## src/rtl/reg_wport_arbiter.sv

```systemverilog
// Register-file write-port arbiter: pipeline writeback versus a 2-deep FIFO of
// multi-cycle results, with starvation forcing and pending-write queries.
module reg_wport_arbiter #(
  parameter int DATA_W       = 32,
  parameter int RS_W         = 5,
  parameter int STARVE_LIMIT = 4
) (
  input  logic              clk,
  input  logic              rst,
  input  logic              wb_valid,
  input  logic [RS_W-1:0]   wb_rd,
  input  logic [DATA_W-1:0] wb_data,
  output logic              wb_ready,
  input  logic              mc_valid,
  input  logic [RS_W-1:0]   mc_rd,
  input  logic [DATA_W-1:0] mc_data,
  output logic              mc_ready,
  output logic              rf_regwrite,
  output logic [RS_W-1:0]   rf_rd,
  output logic [DATA_W-1:0] rf_write_data,
  input  logic [RS_W-1:0]   q_rs1,
  input  logic [RS_W-1:0]   q_rs2,
  output logic              q_hit1,
  output logic              q_hit2,
  output logic [1:0]        mc_count
);

  localparam int SC_W = (STARVE_LIMIT < 1) ? 1 : $clog2(STARVE_LIMIT + 1);

  logic [RS_W-1:0]   rd_mem   [2];
  logic [DATA_W-1:0] data_mem [2];
  logic              wr_ptr_reg;
  logic              rd_ptr_reg;
  logic [1:0]        count_reg;
  logic [1:0]        count_next;
  logic [SC_W-1:0]   starve_reg;
  logic [SC_W-1:0]   starve_next;

  logic force_mc;
  logic wb_grant;
  logic mc_grant;
  logic push;
  logic [1:0] entry_valid;
  logic [1:0] hit1_e;
  logic [1:0] hit2_e;

  assign mc_count = count_reg;
  assign force_mc = (starve_reg == SC_W'(STARVE_LIMIT)) && (count_reg != 2'd0);
  assign wb_ready = !rst && !force_mc;
  assign mc_ready = (count_reg < 2'd2) && !rst;
  assign wb_grant = wb_valid && wb_ready;
  // WB has priority unless the MC head has been starved out
  assign mc_grant = !rst && (count_reg != 2'd0) && (force_mc || !wb_valid);
  assign push     = mc_valid && mc_ready;

  always_comb begin
    count_next = count_reg;
    if (push && !mc_grant)
      count_next = count_reg + 2'd1;
    else if (!push && mc_grant)
      count_next = count_reg - 2'd1;
  end

  always_comb begin
    starve_next = starve_reg;
    if (mc_grant || count_reg == 2'd0)
      starve_next = '0;
    else if (starve_reg != SC_W'(STARVE_LIMIT))
      starve_next = starve_reg + SC_W'(1);
  end

  always_ff @(posedge clk) begin
    if (rst) begin
      wr_ptr_reg <= 1'b0;
      rd_ptr_reg <= 1'b0;
      count_reg  <= 2'd0;
      starve_reg <= '0;
    end else begin
      if (push)
        wr_ptr_reg <= !wr_ptr_reg;
      if (mc_grant)
        rd_ptr_reg <= !rd_ptr_reg;
      count_reg  <= count_next;
      starve_reg <= starve_next;
    end
  end

  always_ff @(posedge clk) begin
    if (push) begin
      rd_mem[wr_ptr_reg]   <= mc_rd;
      data_mem[wr_ptr_reg] <= mc_data;
    end
  end

  always_ff @(posedge clk) begin
    if (rst) begin
      rf_regwrite   <= 1'b0;
      rf_rd         <= '0;
      rf_write_data <= '0;
    end else if (mc_grant) begin
      rf_regwrite   <= (rd_mem[rd_ptr_reg] != '0);
      rf_rd         <= rd_mem[rd_ptr_reg];
      rf_write_data <= data_mem[rd_ptr_reg];
    end else if (wb_grant) begin
      rf_regwrite   <= (wb_rd != '0);
      rf_rd         <= wb_rd;
      rf_write_data <= wb_data;
    end else begin
      rf_regwrite <= 1'b0;
    end
  end

  // An entry is live if the FIFO is full, or it is the sole entry at the head
  for (genvar gi = 0; gi < 2; gi++) begin : g_entry
    assign entry_valid[gi] = (count_reg == 2'd2) ||
                             ((count_reg == 2'd1) && (rd_ptr_reg == 1'(gi)));
    assign hit1_e[gi] = entry_valid[gi] && (rd_mem[gi] == q_rs1);
    assign hit2_e[gi] = entry_valid[gi] && (rd_mem[gi] == q_rs2);
  end

  assign q_hit1 = (q_rs1 != '0) && ((|hit1_e) || (rf_regwrite && rf_rd == q_rs1));
  assign q_hit2 = (q_rs2 != '0) && ((|hit2_e) || (rf_regwrite && rf_rd == q_rs2));

endmodule

```

## config.mk

```make
export PLATFORM = sky130hd
export DESIGN_NAME = reg_wport_arbiter
export DESIGN_NICKNAME = d
export VERILOG_FILES = /design/src/rtl/reg_wport_arbiter.sv
export SDC_FILE = /design/constraint.sdc
export NUM_CORES = 1
export LEC_CHECK = 0
export ABC_AREA = 1
export CELL_PAD_IN_SITES_DETAIL_PLACEMENT = 0
export CELL_PAD_IN_SITES_GLOBAL_PLACEMENT = 1
export CORE_UTILIZATION = 39
export DETAILED_ROUTE_END_ITERATION = 7
export GPL_TIMING_DRIVEN = 0
export PLACE_DENSITY = 0.94
export SLEW_MARGIN = 20
export SYNTH_ARGS = -nofsm -noshare
export SYNTH_HDL_FRONTEND = slang
export SYNTH_SLANG_ARGS = --single-unit
```

## constraint.sdc

```tcl
create_clock -name clk -period 7.95 [get_ports clk]
set_clock_uncertainty 0.1 [all_clocks]
set_input_delay 1.1925 -clock clk [delete_from_list [all_inputs] [get_ports clk]]
set_output_delay 1.1925 -clock clk [all_outputs]
set_load 0.02 [all_outputs]
```

==> results of run 1 <==
## path summary, 6_finish.rpt
check / start / to / slack (ps) / cells after the start
worst max-delay path: q_rs1[3] / q_hit1 / 3600 / 10
worst max register to register: mc_count[1] / rf_write_data[10] / 5790 / 9
worst min register to register: rf_write_data[11] / rf_write_data[11] / 370 / 2
worst min-delay path: rf_write_data[11] / rf_write_data[11] / 370 / 2
## layout by cell type, fill, tap and decap left out, types with 2 or more instances in the layout
| master | netlist | routed |
|---|---|---|
| edfxtp_1 | 74 | 74 |
| nand2_1 | 249 | 249 |
| nor2_4 | 0 | 2 |
| clkbuf_16 | 0 | 17 |
| clkdlybuf4s50_1 | 0 | 130 |
| o21ai_0 | 11 | 11 |
| ha_1 | 6 | 6 |
| nand3_1 | 77 | 77 |
| xnor2_1 | 2 | 2 |
| inv_2 | 3 | 3 |
| a21oi_1 | 27 | 27 |
| nand2_2 | 2 | 2 |
| clkinv_2 | 0 | 3 |
| nor2_2 | 3 | 3 |
| clkinvlp_4 | 0 | 3 |
| and2_0 | 2 | 2 |
| a31oi_1 | 9 | 9 |
| clkbuf_1 | 7 | 10 |
| dfxtp_1 | 46 | 46 |
| clkinv_4 | 0 | 2 |
| nor2_1 | 72 | 70 |
| inv_1 | 75 | 75 |
| buf_2 | 18 | 18 |
| buf_6 | 3 | 3 |
| bufinv_16 | 0 | 2 |
| nor3_1 | 4 | 4 |
| buf_1 | 2 | 2 |
## routing by layer
| metal | vias to the layer above | track usage (%) | wire (um) |
|---|---|---|---|
| met5 | - | 0 | 0 |
| met4 | 0 | 7.18 | 291 |
| met3 | 21 | 4.07 | 788 |
| met2 | 174 | 36.6 | 7490 |
| met1 | 2239 | 27.7 | 6850 |
| li1 | 2525 | - | - |
## cell type report
class                           count  area (um^2)  share of cell area (%)
Sequential cell                   120         3140                    40.5
Multi-Input combinational cell    467         2030                    26.2
Timing Repair Buffer              132         1350                    17.4
Clock buffer                       20          437                    5.63
Inverter                           78          293                    3.77
Tap cell                          180          225                    2.90
Buffer                             30          158                    2.03
Clock inverter                     12          128                    1.64
## power groups by stage
stage | Combinational (mW) | Sequential (mW) | Clock [mW]
finish | 0.348 | 0.733 | 0.735
detailed placement | 0.346 | 0.746 | 0
global placement | 0.339 | 0.746 | 0
global route | 0.382 | 0.738 | 0.767
floorplan | 0.154 | 0.775 | 0
CTS | 0.348 | 0.733 | 0.740
## cells by family (layout without fill, tap and decap cells)
logic type	count (synthesis)	count (layout)	share of synthesized area, %
and+or+nand+nor	409	409	29.5
xor gates and xnor gates	3	3	0.469
buffers and inverters	108	272	8.03
AOI/OAI and AO/OA	49	49	4.64
adders and majority gates	6	6	1.34
DFF	120	120	56.0
## through the flow
step | setup slack [ps] | utilization (%)
after floorplan | 3990 | -
after global placement | 3010 | 51.2
after detailed placement | 3640 | 51.7
after CTS | 3630 | 55.7
after global routing | 3410 | 55.7
final | 3600 | 55.7
## worst max-delay path: stages
cell,delay [ps]
clkdlybuf4s50_1,610
inv_1,120
nand2_1,80
nand2_1,60
nor2_1,140
nand3_1,90
nand3_1,90
nand2_1,50
inv_1,40
clkdlybuf4s50_1,590
==> flow_summary_export.csv, run 1 <==
group,metric,value,unit
yosys,synth_top_area_share,39.6,%
finish,fin_cells,1039,
power,switching_share,27.5,%
power,p_seq_share,40.4,%
drt,first_pass_iters,5,
timing,setup-violations-final,0,
yosys,yosysTopAreaCell,"edfxtp_1",
finish,fillCellCount,1294,
clocking,clock_sinks,120,
finish,diodes,0,
timing,post-route-period-util,54.7,%
timing,hold_ws,371,ps
floorplanning,start_util,40.3,%
timing,worst_pin_slew,662,ps
yosys,synth.most_common_cell,"nand2_1",
worst_setup_path,crit_required,6660,ps
clocking,clock_latency,410,ps
yosys,syn_area,0.00561,mm^2
drt,ant_nets,0,
finish,top_regs,"data_mem (64), rf_write_data (32), rd_mem (10)",
clocking,cts_tree,"yes",
drt,route.detailed.wl_per_inst,14.8,um
clocking,cts.repair.resized,0,
outcome,status,"finished, final reports clean",
placed_design,place.gp.congestion,0.853,
placed_design,placed_area,0.00720,mm^2
yosys,synth_cell_types,23,
floorplanning,row_count,43,
clocking,h-tree-depth,4,
drt,drt_wl_total,15400,um
finish,largest_register_ffs,64,
yosys,syn_nets,789,
drt,drt_iter0_markers,346,
drt,vias_per_cell,4.77,
floorplanning,core_area,0.0139,mm^2
power,power.total,1.82,mW
floorplanning,die-area,0.0149,mm^2
clocking,cts_setup_buffers,0,
finish,drive_gt1_share,7.22,%
yosys,synth-main-ff-cell,"edfxtp_1",
yosys,synth_common_cells,"nand2_1 (249), nand3_1 (77), inv_1 (75)",
floorplanning,pin_count,132,
finish,synthToLayoutAreaGrowth,38.4,%
grt,grt_max_degree,26,
yosys,ys_warn_count,0,
worst_setup_path,crit_path_end_kind,"primary output",
power,intPower,1.32,mW
timing,fmax,0.230,GHz
yosys,async_reset_ff_share,0,%
clocking,cts-root-buf,"clkbuf_16",
timing,finalCriticalPeriod,4350,ps
power,p_leak,3.45,nW
power,power_density,234,mW/mm^2
power,pwr-share-clk,40.5,%
clocking,cts_buffer_depth,2,
worst_setup_path,critPathLaunchType,"input port",
clocking,hold_buffers,0,
yosys,avgSynthCellArea,8.07,um^2
timing,slew_headroom,55.8,%
yosys,synth_edf_count,74,
yosys,synth_area_leaders,"edfxtp_1 (40%), nand2_1 (17%), dfxtp_1 (16%), nand3_1 (6.9%), inv_1 (5.0%)",
worst_setup_path,cp.arrival,3060,ps
power,ir_drop,0.138,mV
timing,hold_viol,0,
placed_design,dp_cells,1007,
grt,grt_overflow,0,
yosys,ys_seq_elements,120,
run,cap_viol_max_count,0,
worst_setup_path,cp_max_fo,5,
finish,fin_area,0.00776,mm^2
grt,antenna_found_initial,0,
yosys,yosysSeqAreaShare,56.0,%
timing,grt_setup_unrepaired,"no",
yosys,syn-instance-count,695,
floorplanning,die_h,122,um
power,p_sw,0.500,mW
drt,drc,0,
drt,vias,4959,
timing,slew_viol_final,0,
finish,nets,940,
min_path,hp-class,"reg -> reg",
clocking,path_clk_slew,50,ps
timing,fin_tns_setup,0,ps
placed_design,post-dp-hpwl,11100,um
placed_design,numPortBuffers,130,
finish,top_register,"data_mem",
worst_setup_path,crit_type,"in -> out",
grt,grt_pass1_vias,4713,
grt,grt_usage,21.6,%
floorplanning,die_x,122,um
power,p_comb_share,19.2,%
clocking,cts_buffers,17,
grt,grt_first_pass_wirelength,24200,um
Power figures use the tool's default switching activity.
==> run 2: changes to the inputs <==
--- a/config.mk
+++ b/config.mk
@@ -8,10 +8,10 @@
 export ABC_AREA = 1
 export CELL_PAD_IN_SITES_DETAIL_PLACEMENT = 0
 export CELL_PAD_IN_SITES_GLOBAL_PLACEMENT = 1
-export CORE_UTILIZATION = 39
+export CORE_UTILIZATION = 33
 export DETAILED_ROUTE_END_ITERATION = 7
 export GPL_TIMING_DRIVEN = 0
-export PLACE_DENSITY = 0.94
+export PLACE_DENSITY = 0.85
 export SLEW_MARGIN = 20
 export SYNTH_ARGS = -nofsm -noshare
 export SYNTH_HDL_FRONTEND = slang
==> constraint.sdc (replaced) <==
create_clock -name clk -period 3.61 [get_ports clk]
set_clock_uncertainty 0.1 [all_clocks]
set_input_delay 0.5415 -clock clk [delete_from_list [all_inputs] [get_ports clk]]
set_output_delay 0.5415 -clock clk [all_outputs]
set_load 0.02 [all_outputs]
==> flow_summary_export.csv, run 2 (synthesis gave the netlist of run 1 again) <==
group,metric,value,unit
finish,diodes,0,
floorplanning,die-area,0.0175,mm^2
timing,slew_viol_final,0,
grt,grt_usage,18.2,%
finish,final_common_cell,"nand2_1",
worst_setup_path,critPathTopFamily,"buffers and inverters",
clocking,cts_tree,"yes",
drt,route.detailed.wl_per_inst,14.3,um
finish,final_core_util,47.0,%
placed_design,dp_slack,618,ps
power,p_leak,3.43,nW
clocking,cts.repair.resized,0,
min_path,hp-class,"reg -> reg",
worst_setup_path,crit_type,"in -> out",
finish,drive_gt1_share,7.22,%
placed_design,dp_cells,1047,
floorplanning,pin_count,132,
timing,setup_ws,619,ps
worst_setup_path,r2r_setup_slack,1460,ps
clocking,path_clk_slew,50,ps
clocking,cts_setup_buffers,0,
min_path,hold_end,"rf_write_data[9]",
floorplanning,core_area,0.0166,mm^2
timing,setup-violations-final,0,
timing,fmax,0.334,GHz
worst_setup_path,critPathLaunch,"q_rs1[3]",
worst_setup_path,cpMostUsedCell,"nand2_1",
finish,fin_cells,1079,
drt,first_pass_iters,5,
power,p_sw,1.09,mW
finish,synthToLayoutAreaGrowth,38.9,%
placed_design,numPortBuffers,130,
power,power.total,3.93,mW
grt,grt_first_pass_wirelength,24200,um
power,power_density,505,mW/mm^2
clocking,clock_latency,410,ps
floorplanning,start_util,33.8,%
worst_setup_path,crit_chain,"clkdlybuf4s50_1, inv_1, nand2_1, nand2_1, nor2_1, nand3_1, nand3_1, nand2_1, inv_1, clkdlybuf4s50_1",
finish,largest_register_ffs,64,
clocking,cts_buffer_depth,2,
min_path,min_delay_path_depth,2,
power,intPower,2.85,mW
timing,finalCriticalPeriod,2990,ps
timing,worst_pin_slew,614,ps
drt,ant_nets,0,
finish,multiInputGateArea,0.00203,mm^2
timing,post-route-period-util,82.8,%
grt,grt_max_degree,25,
floorplanning,die_x,132,um
drt,drc,0,
placed_design,place.gp.congestion,0.805,
finish,nets,940,
drt,drt_iter0_markers,371,
finish,layout_common_cells,"nand2_1 (249), clkdlybuf4s50_1 (130), nand3_1 (77)",
finish,fin_area,0.00779,mm^2
power,switching_share,27.7,%
outcome,status,"finished, final reports clean",
drt,vias_per_cell,4.55,
timing,grt_setup_unrepaired,"no",
power,p_seq_share,41.0,%
power,pwr-share-clk,39.5,%
timing,hold_ws,367,ps
clocking,cts_buffers,17,
worst_setup_path,rr_startpoint,"mc_count[1]",
placed_design,post-dp-hpwl,11600,um
worst_setup_path,reg2regPathDepth,8,
finish,fillCellCount,1611,
timing,slew_headroom,59.1,%
min_path,hold_path_startpoint,"rf_write_data[9]",
worst_setup_path,crit_path_end_kind,"primary output",
worst_setup_path,cp_num_buf_inv,4,
finish,top_regs,"data_mem (64), rf_write_data (32), rd_mem (10)",
power,ir_drop,0.315,mV
timing,hold_viol,0,
worst_setup_path,cp_max_fo,5,
clocking,clock_sinks,120,
worst_setup_path,cp.arrival,2350,ps
clocking,cts-root-buf,"clkbuf_16",
worst_setup_path,crit_required,2970,ps
clocking,hold_buffers,0,
finish,seqCellArea,0.00314,mm^2
worst_setup_path,critPathLaunchType,"input port",
floorplanning,die_h,132,um
run,cap_viol_max_count,0,
clocking,h-tree-depth,4,
placed_design,placed_area,0.00724,mm^2
drt,drt_wl_total,15400,um
grt,grt_overflow,0,
grt,grt_pass1_vias,4618,
floorplanning,row_count,47,
worst_setup_path,r2r-end,"mc_count[1]",
grt,antenna_found_initial,0,
finish,top_register,"data_mem",
worst_setup_path,cpPeakStageDelay,580,ps
drt,vias,4910,
worst_setup_path,critical-path-slowest-cell,"clkdlybuf4s50_1",
timing,fin_tns_setup,0,ps
power,p_comb_share,19.5,%
run 2: cell count changes in the layout (fill, tap and decap cells not counted), sizes merged:
cell,before,now
clkinv,6,5
bufinv,2,1
inv,79,78
clkinvlp,3,6
run 2: power by group through the flow:
stage / sequential [mW] / combinational [mW] / clock, mW
after detailed placement: 1.64 / 0.767 / 0
after floorplan: 1.71 / 0.340 / 0
after CTS: 1.61 / 0.771 / 1.57
after global routing: 1.63 / 0.841 / 1.62
final: 1.61 / 0.766 / 1.56
after global placement: 1.64 / 0.752 / 0
run 2: worst max-delay path by stage:
stage,endpoint,slack [ps],depth (start not counted)
floorplan,data_mem[1][0],300,4
global placement,data_mem[1][5],-750,3
detailed placement,q_hit1,620,10
CTS,q_hit1,610,10
global route,q_hit1,480,10
finish,q_hit1,620,10
run 2: per-layer routing:
metal | global-route usage, % | routed length (um)
met2 | 30.3 | 7430
met1 | 23.6 | 6960
met5 | 0 | 0
met4 | 6.58 | 255
met3 | 3.19 | 797
run 2: worst register-to-register path, delay by kind of cell (launching register included):
| kind | cells | cell delay, ps |
|---|---|---|
| fa+ha+maj | 2 | 620 |
| compound gates | 2 | 440 |
| buf+inv | 3 | 370 |
| flops | 1 | 370 |
| simple gates | 1 | 130 |
run 2: final cells by class:
cell class	count	share of cell area, %
Clock inverter	12	1.35
Tap cell	220	3.53
Sequential cell	120	40.3
Inverter	78	3.76
Clock buffer	20	5.73
Buffer	30	2.02
Multi-Input combinational cell	467	26.1
Timing Repair Buffer	132	17.2
==> RTL change, RTL diff (settings of run 2) <==
Register the output `mc_count` once more, with the module's reset; this adds one clock of latency there. The other outputs are not delayed to match.
--- a/src/rtl/reg_wport_arbiter.sv
+++ b/src/rtl/reg_wport_arbiter.sv
@@ -44,7 +44,13 @@
   logic [1:0] hit1_e;
   logic [1:0] hit2_e;
 
-  assign mc_count = count_reg;
+  always_ff @(posedge clk) begin
+    if (rst) begin
+      mc_count <= '0;
+    end else begin
+      mc_count <= count_reg;
+    end
+  end
   assign force_mc = (starve_reg == SC_W'(STARVE_LIMIT)) && (count_reg != 2'd0);
   assign wb_ready = !rst && !force_mc;
   assign mc_ready = (count_reg < 2'd2) && !rst;
Function: changed (a bounded check fails within 4 cycles, from zero or initial values and one cycle with rst high).
==> RTL change against run 2 <==
Via count about the same. Sequential cell count rose by 2. Die area up 0.98%. First-iteration DRC count is 19% lower. Synthesized area grew 1.0%. Cell area grew 1.2%. Setup slack lost 0.36 ns. Wire length is 0.36% higher. Power up 2.3%. Fmax is 11% lower. Largest power group unchanged.
==> RTL change: results (changes against run 2) <==
Routing
  – Metal2 WL: 7503 µm (+1.1%)
  – Met1 wire length: 6805 µm (-2.3%)
  – Initial DRC Count: 299 (-19%)
  – Via density: 4.533 (-0.38%)
  – Initial DRT Pass Iterations: 7 (+2)
  – WL/cell: 14.30 µm (-0.11%)

Run status
  – Status: completed

Synthesis
  – Number of distinct library cells after synthesis: 24 (+4.3%)
  – Main area contributors after synthesis: edfxtp_1 (39%), nand2_1 (17%), dfxtp_1 (17%)
  – Commonest cells in the netlist: nand2_1 (260), nand3_1 (76), inv_1 (75), edfxtp_1 (74), nor2_1 (67)
  – Compound-Gate Fraction of Synth Area: 4.527% (-0.11 points)
  – Post-Synth XOR/XNOR Area: 0.4638% (-0.0047 points)
  – Seq/Total Area, Yosys: 56.18% (+0.15 points)
  – Post-synth net total: 793 (+0.51%)
  – Synth Area in Adders: 1.325% (-0.013 points)

Global route
  – Met2 usage: 30.89% (+0.57 points)
  – GR Util All Layers: 18.27% (+0.082 points)
  – Met3 usage: 4.253% (+1.1 points)
  – First-pass GRT wire length: 24,600 µm (+1.6%)
  – Largest net degree at the start of global routing: 21 (-16%)
  – Grt met1 use: 22.71% (-0.91 points)
  – Vias in the first global route: 4,755 (+3.0%)

Critical path
  – Critical Path Source: rst
  – Critical Path AT: 2.71 ns (+0.36 ns)
  – Peak fanout along the critical path: 10 (+5)
  – Reg-to-reg slack, setup: 1.42 ns (-0.04 ns)
  – Capture point of the worst path: wb_ready
  – R2r worst-path depth: 10 (+2)
  – Slowest cell delay on critical path: 0.61 ns (+0.03 ns)

Power and ir drop
  – Maximum VDD drop: 0.3354 mV (+6.5%)

Placement
  – Pre-CTS setup slack: 0.2663 ns (-0.3517 ns)
  – Number of port buffers: 131 (+0.77%)

Final layout
  – Ratio of cells with drive above 1 in the final layout: 7.292% (+0.074 points)
  – Non-Filler Instances: 1,084 (+0.46%)
  – Net count, final: 945 (+0.53%)

Min path
  – Worst hold path endpoint: rf_write_data[19]$_SDFFE_PP0P_

STA
  – WHS: 0.3683 ns (+0.001225 ns)
  – Worst Max-Slew Pin Slew: 0.6823 ns (+0.06846 ns)
## RTL change: changes by cell type in the layout (fill, tap and decap cells not counted), moves of 3 or more
| cell | delta |
|---|---|
| clkbuf_1 | -3 |
| clkinvlp_4 | -4 |
| inv_6 | +6 |
| nand2_1 | +11 |
| nor2_1 | -5 |
## RTL change: worst min-delay path, cell delays in order (launching register included)
cell	delay [ns]
dfxtp_1	0.31
nand2_1	0.06
a21oi_1	0.06
## RTL change: power breakdown
group | leakage [nW] | internal (mW) | switching, mW
clock | 0.273 | 0.956 | 0.649
combinational | 2.15 | 0.336 | 0.444
sequential | 1.08 | 1.59 | 0.0537
total | 3.50 | 2.88 | 1.15
## RTL change: layout make-up
type	count	area (µm²)
plain buffers	30	165.2
well taps	220	275.3
multi-input cells	470	2043
clock inverters	15	137.6
repair buffers	133	1366
flip-flops and latches	122	3183
clock buffers	17	425.4
inverters	77	289.0
fillers	1614	8816
